--- config.mk ---
export PLATFORM = sky130hd
export DESIGN_NAME = spi_byte_rx
export DESIGN_NICKNAME = d
export VERILOG_FILES = /design/src/rtl/spi_byte_rx.sv
export SDC_FILE = /design/constraint.sdc
export NUM_CORES = 1
export LEC_CHECK = 0
export ABC_AREA = 0
export BUFFER_PORTS_ARGS = -buffer_cell sky130_fd_sc_hd__clkbuf_2
export CELL_PAD_IN_SITES_DETAIL_PLACEMENT = 0
export CELL_PAD_IN_SITES_GLOBAL_PLACEMENT = 2
export CORE_MARGIN = 2
export CORE_UTILIZATION = 29
export CTS_BUF_LIST = sky130_fd_sc_hd__clkbuf_8
export CTS_CLUSTER_DIAMETER = 50
export DETAILED_ROUTE_END_ITERATION = 6
export GPL_ROUTABILITY_DRIVEN = 0
export PLACE_DENSITY = 0.6
export SLEW_MARGIN = 20
export SYNTH_ARGS = -nofsm -noshare
export SYNTH_HDL_FRONTEND = slang
export SYNTH_SLANG_ARGS = --single-unit
--- constraint.sdc ---
create_clock -name clk -period 2.65 [get_ports clk]
set_clock_uncertainty 0.15 [all_clocks]
set_input_delay 0.53 -clock clk [delete_from_list [all_inputs] [get_ports clk]]
set_output_delay 0.53 -clock clk [all_outputs]
set_load 0.02 [all_outputs]
--- src/rtl/spi_byte_rx.sv ---
// SPI byte receiver: shifts mosi on sck_pe while selected and queues completed bytes in a 2-entry FIFO.
// Optional sticky overrun flag and clear input exist only when SPI_RX_OVERRUN_EN is defined.
module spi_byte_rx (
    input  logic       clk,
    input  logic       reset,
    input  logic       cs_n,
    input  logic       mosi,
    input  logic       sck_pe,
    output logic [7:0] rx_data,
    output logic       rx_first,
    output logic       rx_valid,
    input  logic       rx_ready,
    output logic       abort,
    output logic       busy
`ifdef SPI_RX_OVERRUN_EN
    ,
    output logic       overrun,
    input  logic       clr_overrun
`endif
);

    typedef enum logic {IDLE = 1'b0, SHIFT = 1'b1} state_t;

    state_t     state, state_nxt;
    logic [2:0] bit_cnt;
    logic [7:0] shreg;
    logic       first_pend;
    logic       shift_en;
    logic       abort_nxt;
    logic       byte_done;
    logic [7:0] byte_nxt;

    logic [7:0] slot0_data, slot1_data;
    logic       slot0_first, slot1_first;
    logic [1:0] fifo_cnt;
    logic       push, pop, drop;

    always_ff @(posedge clk or posedge reset) begin
        if (reset) state <= IDLE;
        else       state <= state_nxt;
    end

    // Deselect takes priority: a sck_pe coinciding with cs_n high is never shifted in.
    always_comb begin
        state_nxt = state;
        shift_en  = 1'b0;
        abort_nxt = 1'b0;
        case (state)
            IDLE: begin
                if (!cs_n) state_nxt = SHIFT;
            end
            SHIFT: begin
                if (cs_n) begin
                    state_nxt = IDLE;
                    abort_nxt = (bit_cnt != 3'd0);
                end else begin
                    shift_en = sck_pe;
                end
            end
            default: state_nxt = IDLE;
        endcase
    end

    assign busy      = (state == SHIFT);
    assign byte_done = shift_en && (bit_cnt == 3'd7);
    assign byte_nxt  = {shreg[6:0], mosi};

    always_ff @(posedge clk or posedge reset) begin
        if (reset) begin
            bit_cnt    <= 3'd0;
            shreg      <= 8'd0;
            first_pend <= 1'b0;
            abort      <= 1'b0;
        end else begin
            abort <= abort_nxt;
            if ((state == SHIFT) && cs_n) begin
                bit_cnt <= 3'd0;
            end else if (shift_en) begin
                shreg   <= byte_nxt;
                bit_cnt <= bit_cnt + 3'd1;
            end
            if ((state == IDLE) && !cs_n) first_pend <= 1'b1;
            else if (byte_done)           first_pend <= 1'b0;
        end
    end

    assign push = byte_done;
    assign pop  = rx_valid && rx_ready;
    assign drop = push && !pop && (fifo_cnt == 2'd2);

    // Slot 0 is always the head; it is left untouched when the FIFO drains so rx_data holds.
    always_ff @(posedge clk or posedge reset) begin
        if (reset) begin
            slot0_data  <= 8'd0;
            slot0_first <= 1'b0;
            slot1_data  <= 8'd0;
            slot1_first <= 1'b0;
            fifo_cnt    <= 2'd0;
        end else if (push && pop) begin
            if (fifo_cnt == 2'd2) begin
                slot0_data  <= slot1_data;
                slot0_first <= slot1_first;
                slot1_data  <= byte_nxt;
                slot1_first <= first_pend;
            end else begin
                slot0_data  <= byte_nxt;
                slot0_first <= first_pend;
            end
        end else if (push) begin
            if (fifo_cnt == 2'd0) begin
                slot0_data  <= byte_nxt;
                slot0_first <= first_pend;
                fifo_cnt    <= 2'd1;
            end else if (fifo_cnt == 2'd1) begin
                slot1_data  <= byte_nxt;
                slot1_first <= first_pend;
                fifo_cnt    <= 2'd2;
            end
        end else if (pop) begin
            if (fifo_cnt == 2'd2) begin
                slot0_data  <= slot1_data;
                slot0_first <= slot1_first;
            end
            fifo_cnt <= fifo_cnt - 2'd1;
        end
    end

    assign rx_valid = (fifo_cnt != 2'd0);
    assign rx_data  = slot0_data;
    assign rx_first = slot0_first;

`ifdef SPI_RX_OVERRUN_EN
    always_ff @(posedge clk or posedge reset) begin
        if (reset)            overrun <= 1'b0;
        else if (drop)        overrun <= 1'b1;
        else if (clr_overrun) overrun <= 1'b0;
    end
`else
    logic unused_drop;
    assign unused_drop = drop;
`endif

endmodule

==> out/summary.json, run 1 <==
{
  "synth_largest_area_cell": "dfrtp_1",
  "design_power_total_mw": 1.85,
  "grt_pass1_wl_um": 6200,
  "final_antenna_net_count": 0,
  "post-dp-hpwl_um": 2530,
  "post_synth_num_cell_types": 28,
  "power_density_mw_per_mm2": 979,
  "final_hold_viol_count": 0,
  "boundaryPins": 18,
  "slew_margin_rel_pct": 43.8,
  "post_synth.cell_area_avg_sq_um": 10.9,
  "final_layout_size_suffix_gt1_share_pct": 26.6,
  "max_clock_freq_mhz": 406,
  "timing_max_transition_violations_final": 0,
  "detailedRoute.firstIterationViolations": 94,
  "cts-hold-fix-buffers": 0,
  "ctsResizeCount": 0,
  "design.die.area_sq_mm": 0.00602,
  "post_cts.repair.setup_buffers": 0,
  "timing.critical_path.required_ns": 2.68,
  "mostFrequentLayoutCell": "dfrtp_1",
  "cellLeakagePower_nw": 0.917,
  "syn_area_sq_mm": 0.00157,
  "layout_common_cells": "33 x dfrtp_1, 27 x inv_1, 17 x clkbuf_2",
  "detail_route.first_pass.iterations": 7,
  "clock_tree.buffer_depth": 2,
  "fp.dieH_um": 77.6,
  "clk-insertion-delay-late_ns": 0.29,
  "dr_total_vias": 1169,
  "mux_share_of_post_synthesis_cell_area_pct": 7.81,
  "postSynthNetCount": 156,
  "cts_tree": "yes",
  "row_count": 26,
  "yosys.area_share.simple_pct": 8.29,
  "cp-start-kind": "register",
  "synthesized_area_fraction_occupied_by_adder_cells_pct": 4.78,
  "cts.sink_count": 33,
  "cts.htree.levels": 2,
  "ir_drop_mv": 0.237,
  "post-route-drc-count": 0,
  "cts_buffer_count": 5,
  "grt_antenna_before_repair": 0,
  "synth_largest_type_area_fraction_pct": 52.6,
  "start_util_pct": 30.4,
  "path_class": "reg -> reg",
  "synth_flop_cell": "dfrtp_1",
  "compound_cell_area_share_of_the_yosys_netlist_pct": 18.2,
  "cap_violations": 0,
  "nNetsFinal": 180,
  "worst_ep_arrival_time_ns": 2.49,
  "io_buffer_count": 17,
  "clk_pin_slew_ns": 0.08,
  "clockRootBuffer": "clkbuf_8",
  "setup_tns_ns": 0,
  "layout.filler_cells": 533,
  "globalRoute.totalOverflow": 0,
  "antenna_cells": 0,
  "timing.final.crit_period_ns": 2.47,
  "ys_top_cells_by_area": "dfrtp_1 53%, mux2_2 7.2%, inv_1 6.5%",
  "end_kind": "register",
  "setup_violations": 0,
  "yosys_register_bits": 33,
  "outcome": "finished, final reports clean",
  "rsz0062_at_grt": "false",
  "hold_path.class": "in -> async",
  "combinational_family_with_the_most_area_after_synthesis": "compound AO/OA/AOI/OAI gates",
  "vias_per_cell": 4.89,
  "synth-seq-area-share_pct": 52.6,
  "asyncSetResetFlopFracSynth_pct": 100,
  "crit_path_max_fanout": 8,
  "route.final.wire_length_um": 3720,
  "synth-edff-count": 0,
  "growth_of_design_area_from_synthesis_to_finish_pct": 20.5,
  "routedWlPerCell_um": 15.6,
  "synth-warning-count": 0,
  "floorplan.core_area_sq_mm": 0.00517,
  "grt_start_max_net_pins": 34,
  "worst_pin_slew_ns": 0.843,
  "die_w_um": 77.6,
  "first_global_vias": 1216,
  "period_share_pct": 93.0,
  "synth-xor-area-share_pct": 0,
  "synth_instances": 144,
  "grt.total_usage_pct": 13.5
}
through the flow:
stage                     worst slack, ns  util, %  instance area, sq um  hold WS, ns  instances
after floorplan                     0.572        -                  1570        0.316        144
after global placement              0.192     34.0                  1760        0.335        231
after detailed placement            0.185     34.0                  1760        0.343        231
after CTS                           0.174     36.6                  1890        0.171        239
after global routing               0.0868     36.6                  1890        0.199        239
final                               0.185     36.6                  1890        0.154        239
layout make-up:
| cell class | instances | area [sq um] | share of cell area (%) |
|---|---|---|---|
| inverters | 27 | 101 | 5.36 |
| repair buffers | 23 | 130 | 6.88 |
| multi-input cells | 78 | 613 | 32.4 |
| well taps | 70 | 87.6 | 4.63 |
| clock buffers | 5 | 68.8 | 3.64 |
| clock inverters | 3 | 65.1 | 3.44 |
| flip-flops and latches | 33 | 826 | 43.7 |
sequential cells by signal (all words and copies together), names as in the netlist:
name and cells:
abort 1, bit_cnt 3, busy 1, fifo_cnt 2
first_pend 1, rx_data 8, rx_first 1, shreg 7
slot1_data 8, slot1_first 1
kinds of logic after synthesis:
logic type,after synthesis
buf+inv,33
compound gates,38
fa+ha+maj,6
simple gates,23
mux,11
flops,33
cells in the mapped netlist, types with 3 or more instances:
cell,number
dfrtp_1,33
inv_1,27
mux2_2,10
nand2_1,10
o21ai_0,10
a222oi_1,8
o22ai_1,8
ha_1,6
clkbuf_1,5
a21oi_1,4
nand2b_1,3
power by group:
part	switching [mW]	leakage (nW)	internal, mW	total (mW)
Clock	0.205	0.0681	0.374	0.579
Sequential	0.0917	0.436	0.613	0.705
Combinational	0.352	0.414	0.216	0.568
Total	0.649	0.917	1.20	1.85
critical path, stage by stage, from the launching register on:
cell,delay (ns)
dfrtp_1,0.43
inv_1,0.11
ha_1,0.27
nand2_2,0.20
a2111oi_4,0.60
buf_4,0.26
mux2_2,0.34
metal layers:
metal  track usage, %  up-vias  share of wire [%]
met5                0        -                  0
met4             5.89        0                1.7
met3             3.37        8                4.3
met2             20.3       29                 47
met1             18.3      579                 47
li1                 -      553                  -
final timing paths:
check,start,to,slack [ns],cells after the start
hold reg to reg,slot1_data[6],slot1_data[6],0.36,1
setup / recovery,fifo_cnt[0],slot1_data[1],0.18,6
setup reg to reg,fifo_cnt[0],slot1_data[1],0.18,6
min in group clk,cs_n,busy,0.33,2
max in group asynchronous,reset,rx_data[6],1.89,3
hold / removal,reset,fifo_cnt[0],0.15,3
Note: power is estimated with default switching activity, not from simulation.
==> inputs of run 2 (changes only) <==
--- a/config.mk
+++ b/config.mk
@@ -5,7 +5,7 @@
 export SDC_FILE = /design/constraint.sdc
 export NUM_CORES = 1
 export LEC_CHECK = 0
-export ABC_AREA = 0
+export ABC_AREA = 1
 export BUFFER_PORTS_ARGS = -buffer_cell sky130_fd_sc_hd__clkbuf_2
 export CELL_PAD_IN_SITES_DETAIL_PLACEMENT = 0
 export CELL_PAD_IN_SITES_GLOBAL_PLACEMENT = 2
@@ -15,8 +15,7 @@
 export CTS_CLUSTER_DIAMETER = 50
 export DETAILED_ROUTE_END_ITERATION = 6
 export GPL_ROUTABILITY_DRIVEN = 0
-export PLACE_DENSITY = 0.6
-export SLEW_MARGIN = 20
+export PLACE_DENSITY = 0.65
 export SYNTH_ARGS = -nofsm -noshare
 export SYNTH_HDL_FRONTEND = slang
 export SYNTH_SLANG_ARGS = --single-unit
==> run 2 against run 1 <==
Effect of this change:
- die area increased by 15%
- worst setup slack improved by 0.42 ns
- final cell count increased by 36%
- total power decreased by 27%
- worst hold slack improved by 0.016 ns
- sequential cell count unchanged
- first-iteration DRC count decreased by 5.3%
- largest cell class is now multi-input combinational cells
- largest power group unchanged
==> out/summary.json, run 2 <==
{
  "timing.critical_path.required_ns": 1.97,
  "detailedRoute.firstIterationViolations": 89,
  "timing.critical_path.slowest_cell_delay_ns": 0.40,
  "grt_start_max_net_pins": 34,
  "max_clock_freq_mhz": 489,
  "slew_margin_rel_pct": 69.4,
  "crit_path_max_fanout": 4,
  "synth_flop_cell": "dfrtp_1",
  "synth_largest_area_cell": "dfrtp_1",
  "vias_per_cell": 4.65,
  "fp.dieH_um": 83.3,
  "nNetsFinal": 263,
  "final_hold_viol_count": 0,
  "cts.htree.levels": 2,
  "cts_tree": "yes",
  "switchingPower_uw": 493,
  "seq_power_share_pct": 43.9,
  "io_buffer_count": 17,
  "syn_area_sq_mm": 0.00182,
  "post-dp-hpwl_um": 3200,
  "post_synth.cell_area_avg_sq_um": 7.96,
  "cap_violations": 0,
  "path_class": "reg -> out",
  "mux_share_of_post_synthesis_cell_area_pct": 0,
  "synth-edff-count": 0,
  "routedWlPerCell_um": 14.2,
  "boundaryPins": 18,
  "route.final.wire_length_um": 4630,
  "reg2regPathDepth": 9,
  "synthesized_area_fraction_occupied_by_adder_cells_pct": 4.12,
  "floorplan.core_area_sq_mm": 0.00599,
  "ctsResizeCount": 0,
  "cts_buffer_count": 5,
  "post-route-drc-count": 0,
  "postSynthNetCount": 241,
  "detail_route.first_pass.iterations": 6,
  "ys_top_cells_by_area": "dfrtp_1 45%, nand2_1 16%, nand3_1 11%",
  "clk-insertion-delay-late_ns": 0.28,
  "die_w_um": 83.3,
  "timing.final.crit_period_ns": 2.05,
  "design_power_total_mw": 1.35,
  "yosys.area_share.simple_pct": 36.8,
  "grt_antenna_before_repair": 0,
  "final_layout_size_suffix_gt1_share_pct": 15.9,
  "cp-start-kind": "register",
  "period_share_pct": 77.2,
  "worst_ep_arrival_time_ns": 1.37,
  "layout_common_cells": "79 x nand2_1, 40 x nand3_1, 33 x dfrtp_1",
  "critical-path-top-delay-family": "buffers and inverters",
  "grt_pass1_wl_um": 8070,
  "post_cts.repair.setup_buffers": 0,
  "combinational_family_with_the_most_area_after_synthesis": "simple AND/OR/NAND/NOR gates",
  "clock_tree.buffer_depth": 2,
  "r2r_setup_slack_ns": 0.62,
  "first_global_vias": 1614,
  "cts.sink_count": 33,
  "path_buf_inv": 3,
  "p_int_uw": 860,
  "r2r-end": "slot1_data[2]",
  "synth-seq-area-share_pct": 45.3,
  "synth_largest_type_area_fraction_pct": 45.3,
  "antenna_cells": 0,
  "synth-xor-area-share_pct": 0,
  "final_antenna_net_count": 0,
  "cts-hold-fix-buffers": 0,
  "post_synth_num_cell_types": 20,
  "clockRootBuffer": "clkbuf_8",
  "worst_r2r_startpoint": "fifo_cnt[0]",
  "clk_pin_slew_ns": 0.07,
  "hold_path.class": "in -> async",
  "synth_top_cells_by_count": "79 x nand2_1, 40 x nand3_1, 33 x dfrtp_1",
  "design.die.area_sq_mm": 0.00693,
  "clock_power_share_pct": 28.8,
  "compound_cell_area_share_of_the_yosys_netlist_pct": 6.59,
  "power_density_mw_per_mm2": 649,
  "asyncSetResetFlopFracSynth_pct": 100,
  "mostFrequentLayoutCell": "nand2_1",
  "globalRoute.totalOverflow": 0,
  "setup_violations": 0,
  "synth-warning-count": 0,
  "outcome": "finished, final reports clean",
  "timing.hold.ws_ns": 0.170,
  "yosys_register_bits": 33,
  "start_util_pct": 30.4,
  "row_count": 28,
  "path_common_cell": "inv_1",
  "timing_max_transition_violations_final": 0,
  "crit_slowest_cell": "dfrtp_1",
  "cellLeakagePower_nw": 1.10,
  "worstPathCellList": "inv_1, ha_1, inv_1, clkbuf_2",
  "combPwrFrac_pct": 27.3,
  "synthMostInstantiatedCell": "nand2_1",
  "end_kind": "output pin",
  "p_sw_share_pct": 36.5,
  "worst_pin_slew_ns": 0.459,
  "ir_drop_mv": 0.238,
  "dr_total_vias": 1516,
  "growth_of_design_area_from_synthesis_to_finish_pct": 14.4,
  "synth_instances": 229,
  "rsz0062_at_grt": "false",
  "setup_tns_ns": 0,
  "grt.total_usage_pct": 14.6
}
-- run 2: cell count changes after synthesis, moves of 3 or more --
| cell | delta |
|---|---|
| nand2_1 | +69 |
| nand3_1 | +39 |
| mux2_2 | -10 |
| o21ai_0 | +10 |
| nand4_1 | +9 |
| a222oi_1 | -8 |
| inv_1 | -8 |
| o22ai_1 | -7 |
| a21oi_1 | -3 |
| buf_4 | +3 |
| nand2b_1 | -3 |
-- run 2: power groups by stage --
stage               Combinational [mW]  Sequential, mW  Clock [mW]
CTS                              0.378           0.593       0.409
global route                     0.430           0.605       0.432
global placement                 0.385           0.604           0
detailed placement               0.376           0.603           0
floorplan                        0.265           0.594           0
finish                           0.369           0.594       0.390
-- run 2: per-layer routing --
layer | up-vias | wire [um] | GRT usage, %
met2 | 19 | 2140 | 23.4
met1 | 702 | 2300 | 19.8
li1 | 790 | - | -
met5 | - | 0 | 0
met4 | 0 | 51 | 4.02
met3 | 5 | 136 | 3.08
-- run 2: worst max-delay path by stage --
stage,depth (start not counted),from,endpoint,slack (ns)
3_5_place_dp,9,cs_n,slot1_data[7],0.57
6_report,4,fifo_cnt[0],rx_valid,0.60
3_3_place_gp,9,cs_n,slot1_data[1],0.61
5_1_grt,9,fifo_cnt[0],rx_data[0],0.38
4_1_cts,9,fifo_cnt[0],slot1_data[5],0.58
2_1_floorplan,9,fifo_cnt[0],rx_data[0],0.87
-- run 2: worst register-to-register path: stages, from the launching register on --
cell     delay, ns
dfrtp_1       0.40
inv_1         0.09
ha_1          0.22
inv_1         0.17
nand2_1       0.10
inv_1         0.31
nand3_4       0.22
nand2_4       0.19
nand2_1       0.07
nand2_1       0.05
-- run 2: per-stage QoR --
step	instance area, sq um	utilization (%)	cells	worst slack (ns)
after floorplan	1820	-	229	0.868
after global placement	2000	33.4	319	0.610
after detailed placement	2000	33.4	319	0.571
after CTS	2080	34.8	326	0.585
after global routing	2080	34.8	326	0.380
final	2080	34.8	326	0.604
-- run 2: final cells by class --
type	instances	area, sq um
fillers	647	3910
multi-input cells	167	866
flip-flops and latches	33	826
repair buffers	24	138
well taps	75	93.8
clock buffers	6	82.6
inverters	20	75.1
clock inverters	1	3.75
-- run 2: cell families after synthesis --
logic type,count (synthesis)
adder cells (fa/ha/maj),6
AO/OA/AOI/OAI,23
flip-flops,33
AND/OR/NAND/NOR,138
buffers and inverters,29
==> inputs of run 3 (changes only) <==
==> constraint.sdc (replaced) <==
create_clock -name clk -period 2.1 [get_ports clk]
set_clock_uncertainty 0.15 [all_clocks]
set_input_delay 0.42 -clock clk [delete_from_list [all_inputs] [get_ports clk]]
set_output_delay 0.42 -clock clk [all_outputs]
set_load 0.02 [all_outputs]
==> run 3 against run 2 <==
Effect of this change:
- first-iteration DRC count is 33% lower
- critical path depth is 1 higher
- final cell count is 0.92% higher
- final area is 2.2% higher
- count of clock-buffer cells in the layout stayed put
- utilization is 0.75 points higher
- total power is 36% higher
- die area stayed put
- clock power is 57% higher
- routed wire length is 6.2% lower
- sequential share of layout area is 0.84 points lower
- critical path type unchanged
- critical endpoint unchanged
==> out/summary.json, run 3 (synthesis gave the netlist of run 2 again) <==
{
  "io_buffer_count": 17,
  "design_power_total_mw": 1.83,
  "clk-insertion-delay-late_ns": 0.28,
  "timing.critical_path.required_ns": 1.53,
  "floorplan.core_area_sq_mm": 0.00599,
  "setup_violations": 0,
  "post-route-drc-count": 0,
  "nNetsFinal": 265,
  "dr_total_vias": 1497,
  "worst_pin_slew_ns": 0.438,
  "power_density_mw_per_mm2": 861,
  "cts_tree": "yes",
  "final_layout_size_suffix_gt1_share_pct": 16.9,
  "crit_path_max_fanout": 4,
  "globalRoute.totalOverflow": 0,
  "grt_start_max_net_pins": 34,
  "final_antenna_net_count": 0,
  "vias_per_cell": 4.55,
  "worst_ep_arrival_time_ns": 1.34,
  "timing.hold.ws_ns": 0.0563,
  "setup_tns_ns": 0,
  "die_w_um": 83.3,
  "slew_margin_rel_pct": 70.8,
  "grt_pass1_wl_um": 7730,
  "growth_of_design_area_from_synthesis_to_finish_pct": 16.9,
  "max_clock_freq_mhz": 524,
  "post-dp-hpwl_um": 3120,
  "clk_pin_slew_ns": 0.07,
  "fp.dieH_um": 83.3,
  "cts.sink_count": 33,
  "outcome": "finished, final reports clean",
  "rsz0062_at_grt": "false",
  "end_kind": "output pin",
  "design.die.area_sq_mm": 0.00693,
  "timing.final.crit_period_ns": 1.91,
  "cap_violations": 0,
  "grt.total_usage_pct": 13.7,
  "antenna_cells": 0,
  "ctsResizeCount": 0,
  "timing_max_transition_violations_final": 0,
  "first_global_vias": 1529,
  "boundaryPins": 18,
  "clockRootBuffer": "clkbuf_8",
  "row_count": 28,
  "cp-start-kind": "register",
  "period_share_pct": 90.9,
  "cts-hold-fix-buffers": 0,
  "layout.filler_cells": 628,
  "routedWlPerCell_um": 13.2,
  "hold_path.class": "in -> async",
  "clock_tree.buffer_depth": 2,
  "cellLeakagePower_nw": 1.13,
  "post_cts.repair.setup_buffers": 0,
  "path_class": "reg -> out",
  "grt_antenna_before_repair": 0,
  "cts.htree.levels": 2,
  "cts_buffer_count": 5,
  "layout_common_cells": "79 x nand2_1, 40 x nand3_1, 33 x dfrtp_1",
  "start_util_pct": 30.4,
  "final_hold_viol_count": 0,
  "mostFrequentLayoutCell": "nand2_1",
  "detail_route.first_pass.iterations": 4,
  "ir_drop_mv": 0.376,
  "post_placement_worst_setup_slack_ns": 0.186,
  "route.final.wire_length_um": 4340,
  "fin_ws_ns": 0.190,
  "detailedRoute.firstIterationViolations": 60
}
-- run 3: cell count changes in the layout (fill, tap and decap cells not counted), sizes merged --
cell    delta
buf        +2
bufinv     +1
-- run 3: worst paths after layout --
path	from	to	slack, ns	cells after the start
min in group clk	cs_n	busy	0.21	2
setup / recovery	fifo_cnt[0]	rx_valid	0.19	5
hold reg to reg	slot1_data[3]	slot1_data[3]	0.35	2
setup reg to reg	fifo_cnt[0]	slot1_data[4]	0.26	9
hold / removal	reset	first_pend	0.06	3
max in group asynchronous	reset	rx_data[5]	1.43	3
-- run 3: final cells by class --
| type | count | area, sq um | area share (%) |
|---|---|---|---|
| multi-input combinational | 167 | 866 | 40.7 |
| clock inverter | 2 | 33.8 | 1.59 |
| tap | 75 | 93.8 | 4.41 |
| clock buffer | 6 | 82.6 | 3.88 |
| inverter | 20 | 75.1 | 3.53 |
| timing repair buffer | 26 | 153 | 7.17 |
| sequential | 33 | 826 | 38.8 |
-- run 3: power breakdown --
part / switching, mW / internal [mW] / total (mW)
registers: 0.0605 / 0.692 / 0.753
logic: 0.321 / 0.149 / 0.469
clock network: 0.230 / 0.382 / 0.612
-- run 3: routing by layer --
layer | up-vias | GRT usage [%] | routed length (um)
met3 | 2 | 3.38 | 132
li1 | 798 | - | -
met2 | 23 | 19.6 | 1790
met1 | 674 | 20.7 | 2400
met4 | 0 | 3.13 | 17
met5 | - | 0 | 0
-- run 3: through the flow --
step | util [%] | instance area, sq um | instances
floorplan | - | 1820 | 229
global placement | 33.6 | 2010 | 321
detailed placement | 33.6 | 2010 | 321
CTS | 35.5 | 2130 | 329
global route | 35.5 | 2130 | 329
finish | 35.5 | 2130 | 329
-- run 3: worst max-delay path, cell delays in order, from the launching register on --
cell and delay [ns]:
dfrtp_1 0.41, inv_1 0.08, ha_1 0.22, inv_1 0.07, buf_4 0.12, clkbuf_2 0.16
